`config.mk`:
```
export PLATFORM = sky130hd
export DESIGN_NAME = button_debounce_sched
export DESIGN_NICKNAME = d
export VERILOG_FILES = /design/src/rtl/button_debounce_sched.sv
export SDC_FILE = /design/constraint.sdc
export NUM_CORES = 1
export LEC_CHECK = 0
export BUFFER_PORTS_ARGS = -buffer_cell sky130_fd_sc_hd__clkbuf_2
export CORE_AREA = 3 3 48 50
export CTS_BUF_LIST = sky130_fd_sc_hd__clkbuf_8
export CTS_CLUSTER_SIZE = 20
export DETAILED_ROUTE_END_ITERATION = 6
export DIE_AREA = 0 0 51 53
export PLACE_DENSITY_LB_ADDON = 0.05
export RECOVER_POWER = 100
export SLEW_MARGIN = 20
export SYNTH_ARGS = -nofsm -noshare
export SYNTH_HDL_FRONTEND = slang
export SYNTH_SLANG_ARGS = --single-unit
```
`constraint.sdc`:
```
create_clock -name i_Clk -period 2.8 [get_ports i_Clk]
set_input_delay 0.56 -clock i_Clk [delete_from_list [all_inputs] [get_ports i_Clk]]
set_output_delay 0.56 -clock i_Clk [all_outputs]
set_load 0.01 [all_outputs]
```
`src/rtl/button_debounce_sched.sv`:
```
// Debounces NUM_BUTTONS synchronized inputs with a single shared counter.
// A round-robin scheduler grants the counter to one mismatched button at a time.
module button_debounce_sched #(
  parameter int NUM_BUTTONS    = 4,
  parameter int DEBOUNCE_LIMIT = 20
) (
  input  logic                   i_Clk,
  input  logic                   i_Reset,
  input  logic [NUM_BUTTONS-1:0] i_Buttons,
  output logic [NUM_BUTTONS-1:0] o_Filtered,
  output logic [NUM_BUTTONS-1:0] o_Press,
  output logic [NUM_BUTTONS-1:0] o_Release,
  output logic [NUM_BUTTONS-1:0] o_Grant,
  output logic                   o_Busy
);

  localparam int CW = $clog2(DEBOUNCE_LIMIT);
  localparam int PW = $clog2(NUM_BUTTONS);
  localparam logic [CW-1:0] CNT_MAX  = CW'(DEBOUNCE_LIMIT - 1);
  localparam logic [PW-1:0] IDX_LAST = PW'(NUM_BUTTONS - 1);

  typedef enum logic {IDLE, COUNT} state_t;

  state_t                 r_State, w_State;
  logic [CW-1:0]          r_Count, w_Count;
  logic [PW-1:0]          r_Ptr, w_Ptr;
  logic [PW-1:0]          r_Idx, w_Idx;
  logic [NUM_BUTTONS-1:0] r_Filtered, w_Filtered;
  logic [NUM_BUTTONS-1:0] r_Press, w_Press;
  logic [NUM_BUTTONS-1:0] r_Release, w_Release;

  logic [NUM_BUTTONS-1:0] w_Mismatch;
  logic                   w_Found;
  logic [PW-1:0]          w_Sel;
  logic [PW-1:0]          w_IdxNext;
  logic [PW-1:0]          w_Cand;

  assign w_Mismatch = i_Buttons ^ r_Filtered;
  assign w_IdxNext  = (r_Idx == IDX_LAST) ? '0 : r_Idx + PW'(1);

  // Search starts at the pointer and wraps, so the first hit is the
  // lowest mismatched index at or above the pointer.
  always_comb begin
    w_Found = 1'b0;
    w_Sel   = '0;
    w_Cand  = '0;
    for (int unsigned k = 0; k < NUM_BUTTONS; k++) begin
      w_Cand = PW'((int'(r_Ptr) + int'(k)) % NUM_BUTTONS);
      if (!w_Found && w_Mismatch[w_Cand]) begin
        w_Found = 1'b1;
        w_Sel   = w_Cand;
      end
    end
  end

  always_comb begin
    w_State    = r_State;
    w_Count    = r_Count;
    w_Ptr      = r_Ptr;
    w_Idx      = r_Idx;
    w_Filtered = r_Filtered;
    w_Press    = '0;
    w_Release  = '0;
    case (r_State)
      IDLE: begin
        w_Count = '0;
        if (w_Found) begin
          w_Idx   = w_Sel;
          w_State = COUNT;
        end
      end
      COUNT: begin
        if (!w_Mismatch[r_Idx]) begin
          w_Count = '0;
          w_Ptr   = w_IdxNext;
          w_State = IDLE;
        end else if (r_Count == CNT_MAX) begin
          w_Filtered[r_Idx] = ~r_Filtered[r_Idx];
          if (i_Buttons[r_Idx]) w_Press[r_Idx]   = 1'b1;
          else                  w_Release[r_Idx] = 1'b1;
          w_Count = '0;
          w_Ptr   = w_IdxNext;
          w_State = IDLE;
        end else begin
          w_Count = r_Count + CW'(1);
        end
      end
      default: w_State = IDLE;
    endcase
  end

  always_ff @(posedge i_Clk) begin
    if (i_Reset) begin
      r_State    <= IDLE;
      r_Count    <= '0;
      r_Ptr      <= '0;
      r_Idx      <= '0;
      r_Filtered <= '0;
      r_Press    <= '0;
      r_Release  <= '0;
    end else begin
      r_State    <= w_State;
      r_Count    <= w_Count;
      r_Ptr      <= w_Ptr;
      r_Idx      <= w_Idx;
      r_Filtered <= w_Filtered;
      r_Press    <= w_Press;
      r_Release  <= w_Release;
    end
  end

  assign o_Filtered = r_Filtered;
  assign o_Press    = r_Press;
  assign o_Release  = r_Release;
  assign o_Busy     = (r_State == COUNT);
  assign o_Grant    = o_Busy ? (NUM_BUTTONS'(1) << r_Idx) : '0;

endmodule

```
Word level (Yosys, flattened, before mapping)
Cells that the tools add are included.

Divide/modulo/power cells: 0. Reduce and logical (&&, ||, !) cells: 12. Add/sub/neg operators: 5. Bitwise operators: 6. Shift-type cells: 1. Equal/unequal tests: 3. Muxes and demuxes: 36. $lt $le $gt $ge: 6. $mul: 0.

Operators by type and width (number): $lt 2x3->1 const B (5); $mux 1 (15); $bmux 1 s2 (7); $mux 2 (7); $mux 5 (2); $pmux 5 s2 (1); $reduce_or 5->1 (2); $add 5x1->5 const B (1); $eq 5x5->1 const B (1); $not 1->1 (5); $add 2x1->2 const B (2); $add 2x2->2 const B (2); $bwmux 4 (1); $logic_and 1x1->1 (4); $mux 4 (1); $reduce_and 2->1 (2); $shl 1x2->4 const A (1); $xor 4x4->4 (1); $logic_not 1->1 (3); $reduce_and 3->1 (1); $demux 1 s2 (1); $eq 2x2->1 const B (1); $ge 2x1->1 const B (1); $ne 2x1->1 const B (1); $pmux 1 s2 (1).

RAM bits: 0. Bits in registers: 22. Bits in read-only memories: 0. Bits of input ports: 6. Bits in latches: 0. Memories kept: 0. Output and inout port bits: 17.

Longest topological paths before layout
Word-level depth: 15. Depth in mapped cells: 6. Mapped depth without buffers: 6.

Least setup slack after synthesis
No wires, ideal clock.

Kind: input port to flip-flop. Start point: in i_Buttons[0]. End point: reg r_Filtered[1], in the netlist o_Filtered[1]. Arrival: 1.640 ns. Setup slack: 1.029 ns. Cell stages on the path: 5. Path buffers: 1. Library setup time: 0.131 ns. Data required time: 2.669 ns. Cells stage by stage: xor2_1 > mux4_2 > buf_6 > a31oi_1 > nor3b_2.

Cells in the longest elaborated chain, start to end: 4.

RTL lines: start: declaration (line 9) `input logic [NUM_BUTTONS-1:0] i_Buttons,`; $xor 4x4->4 (line 38) `assign w_Mismatch = i_Buttons ^ r_Filtered;`; $bmux 1 s2 (line 73) `if (!w_Mismatch[r_Idx]) begin`; $mux 1 (implied by the code) (line 73); $reduce_and 3->1 (no line); end signal: assignment (line 106) `r_Filtered <= w_Filtered;`; end: declaration (line 28) `logic [NUM_BUTTONS-1:0] r_Filtered, w_Filtered;`.

Every way passes these cells. The select of a mux whose other input is x is not followed. A chain may end at the register's enable or synchronous reset.

Final worst setup path
Start point: reg r_Idx[0]. End point: out o_Grant[0].

Cells in the longest elaborated chain, start to end: 2.

RTL lines: start: declaration (line 27) `logic [PW-1:0] r_Idx, w_Idx;`; start signal: assignment (line 105) `r_Idx <= w_Idx;`; $shl 1x2->4 (line 116) `assign o_Grant = o_Busy ? (NUM_BUTTONS'(1) << r_Idx) : '0;`; $mux 4 (line 116); end: declaration (line 13) `output logic [NUM_BUTTONS-1:0] o_Grant,`.

Every way passes these cells.

==> impl_summary.md <==
Finish
For this run, the number of standard cells in the final layout without fillers is 172. Of the cells placed in the final design, the portion with a size suffix greater than 1 is 0.0897. At the end of the flow the core is filled with cells to 0.671. The total non-filler cell area in the finished layout is 1300 um^2. The number of filler instances in the final layout is 174.

Relative to the synthesized area, the layout overhead comes to 14.1%. The number of nets in the final layout is 157. The repair_antennas step left the layout with diodes totalling 0.

Floorplan
After floorplanning, the core was sized to cover 1940 um^2. The die is 51 um wide. The initial utilization of the core area, before any placement, comes to 0.588. The die covers 2700 um^2. The y dimension of the die is 53 um. Pin placement for this block handled 23 I/O pins. The site row count is 16.

Clock tree
TritonCTS built the clock tree. The H-tree depth is 1. The post-CTS resize count is 0. The number of clock buffers inserted by TritonCTS is 3.

The cell at the root of the clock tree is clkbuf_8. The post-CTS clock slew at the launch and capture registers of the worst setup and hold paths is 0.08 ns. The post-cts hold buffer count is 0.

For this design, the sink count on the clock tree is 22. The worst-case clock buffer depth is 2. The latest clock arrival within the worst-skew pair is 0.26 ns. Post-CTS timing repair inserted 0 buffers for setup.

Yosys
For this run, the leading register cell type out of synthesis is dfxtp_1. The area of the mapped netlist is 1140 um^2. The proportion of netlist area held by the largest area contributor is 0.386.

The proportion of register bits with asynchronous set or reset after synthesis is 0. Ranked by total cell area, the synthesized netlist is headed by dfxtp_1 (39%), nor2_1 (5.9%), ha_1 (5.5%). The net count of the mapped netlist is 133.

The cell count after synthesis is 122. The number of synthesized register bits is 22. The number of flops mapped to enable cells by yosys is 0. The sequential area share after synthesis is 0.386. The largest total area in the synthesized netlist belongs to dfxtp_1. The per-instance average area after synthesis is 9.36 um^2. The distinct cell type count of the synthesized netlist is 34. The number of warnings issued by yosys is 0.

Timing
Derived from the worst setup path, the maximum achievable clock frequency is 497 MHz. Setup repair after global routing left no endpoint under its margin. The worst max-slew margin expressed relative to the limit is 0.681. The post-layout minimum cycle time is 2.01 ns. The final max-slew violation count is 0. The setup violation total in the final timing report is 0.

The worst-case clock skew is 0.00458 ns. The total negative slack is 0 ns. The measured slew at the worst slew-check pin is 0.473 ns. Dividing the final minimum period by the clock period gives 0.719.

The number of failing hold endpoints at the final stage is 0.

Route
Dividing the detail-routed via count by the number of cells gives 5.67. The number of detailed-routing iterations run before antenna repair is 4. The final routed wirelength across all metal layers is 2360 um. For this block, the initial DRC count from the detailed router was 40. The post-route antenna net violation count is 0.

The number of remaining DRC errors is 0. The per-cell routed wire length is 13.7 um. Summing over every cut layer, the via total after detailed routing is 975.

Critical path
The slowest library cell on the worst path is dfxtp_1. The arrival time of the worst setup path is 1.45 ns. Broken down by cell family, the worst path's largest delay share belongs to flip-flops.

The worst setup path is of the reg -> out kind. STA puts the critical path data required time at 2.24 ns. In this design, the critical path's most frequently occurring cell is inv_1. The largest single stage delay on the critical path is 0.50 ns. STA classifies the critical path endpoint as a primary output.

Traced cell by cell, the critical path runs through inv_1, ha_1, nand2_1, inv_1, clkbuf_1. The number of buffers and inverters on the critical path is 3. Along the worst path, the maximum fanout reaches 7. The type of origin of the critical path is a register.

GRT
The maximum number of pins on one net before global-route repair is 17. For met2 alone, demand over resource in global routing was 0.313. Summed over all layers, the global routing overflow is 0. The wire length of the first global-routing pass is 3750 um. The number of antenna violations at the first check in global routing came to 0.

The via count of the first global-routing pass is 851. The met1 demand-to-capacity share in global routing is 0.235. The overall fraction of global-route tracks in use is 0.185. The met3 routing resource usage after global routing is 0.0254. The global routing's busiest layer is met2.

Power and ir drop
The power spent charging and discharging nets is 204 uW. In this run the power density over the cells is 594 nW/um^2. The clock share of power is 0.376. The fraction of power consumed by sequential logic is 0.461. Cell internal power was estimated by the tool at 570 uW. The total leakage power is 0.000494 uW. The maximum vdd drop is 365 uV. Summing internal, switching and leakage power gives 774 uW. The share of total power dissipated in combinational logic is 0.163. The switching part of the total power is 0.264.

Placement
The placed cell count is 168. Summing all placed instances gives a cell area of 1270 um^2. The detailed-placement wirelength estimate is 1750 um. The weighted congestion reported at the end of routability-driven placement is 0.979. The number of buffers inserted by port buffering is 22.

Min path
The type of the most critical hold path is reg -> reg.

Status
The flow ran to the end, and the final reports show no timing, DRC or antenna violations.

Flow run
Across the run, the number of max-cap violations was 0.
-- path summary, 6_finish.rpt --
kind	start	to	slack, ns	cells past startpoint
setup / recovery	r_Idx[0]	o_Grant[0]	0.79	5
hold / removal	r_Count[0]	r_Count[0]	0.46	1
setup reg to reg	o_Filtered[2]	r_Ptr[0]	0.93	4
hold reg to reg	r_Count[0]	r_Count[0]	0.46	1
-- per-layer routing --
metal / vias up / wire [um] / share of wire
li1: 481 / - / -
met1: 461 / 1060 / 0.45
met2: 31 / 1150 / 0.48
met3: 2 / 142 / 0.060
met4: 0 / 10 / 0.0042
met5: - / 0 / 0
-- stage by stage --
stage               setup WS [ns]  hold WS (ns)
floorplan                    1.03         0.418
global placement            0.825         0.437
detailed placement          0.796         0.448
CTS                         0.781         0.464
global route                0.688         0.508
finish                      0.787         0.459
-- cell families after synthesis --
group	count (synthesis)	share of synthesized area
muxes	4	0.0745
and+or+nand+nor	48	0.228
xor gates and xnor gates	11	0.0909
AOI/OAI and AO/OA	19	0.117
buffers and inverters	13	0.0493
DFF	22	0.386
adders and majority gates	5	0.0548
-- layout make-up --
type	instances	area, um^2	share of cell area
clock inverters	1	30.0	0.0230
flip-flops and latches	22	440	0.338
inverters	9	33.8	0.0259
repair buffers	23	96.3	0.0739
clock buffers	3	41.3	0.0317
well taps	27	33.8	0.0259
multi-input cells	87	628	0.482
-- flip-flops by register name, summed over array words and instances, names as in the netlist --
register / cells
o_Press: 4
o_Busy: 1
r_Count: 5
r_Ptr: 2
o_Release: 4
r_Idx: 2
o_Filtered: 4
-- power groups by stage --
stage	registers [uW]	clock network, uW	logic [uW]
after CTS	356	300	128
after global routing	358	308	142
after detailed placement	363	0	128
after global placement	362	0	124
after floorplan	352	0	105
final	357	291	126
-- cell usage in the layout (no fill, tap or decap) --
cell type	instances
a21o_1	1
a21oi_1	6
a221oi_1	1
a311oi_1	1
a31oi_1	2
a41oi_1	1
buf_4	1
bufinv_16	1
clkbuf_1	17
clkbuf_2	5
clkbuf_8	3
dfxtp_1	22
ha_1	5
inv_1	9
mux2i_1	1
mux4_1	2
mux4_2	1
nand2_1	8
nand3_1	7
nand3b_1	1
nand4_1	2
nand4b_1	2
nor2_1	18
nor3_1	2
nor3b_1	4
nor3b_2	1
nor4_1	1
nor4bb_1	1
o211ai_1	2
o21ai_0	1
o221a_2	1
o311ai_0	2
o41ai_1	1
or4bb_1	1
xnor2_1	5
xor2_1	6
-- cells in the mapped netlist (all sizes together), types with 2 or more instances --
master	count
dfxtp	22
nor2	18
inv	9
nand2	8
nand3	7
a21oi	6
xor2	6
ha	5
nor3b	5
xnor2	5
clkbuf	3
mux4	3
a31oi	2
nand4	2
nand4b	2
nor3	2
o211ai	2
o311ai	2
(Power assumes the default switching activity.)
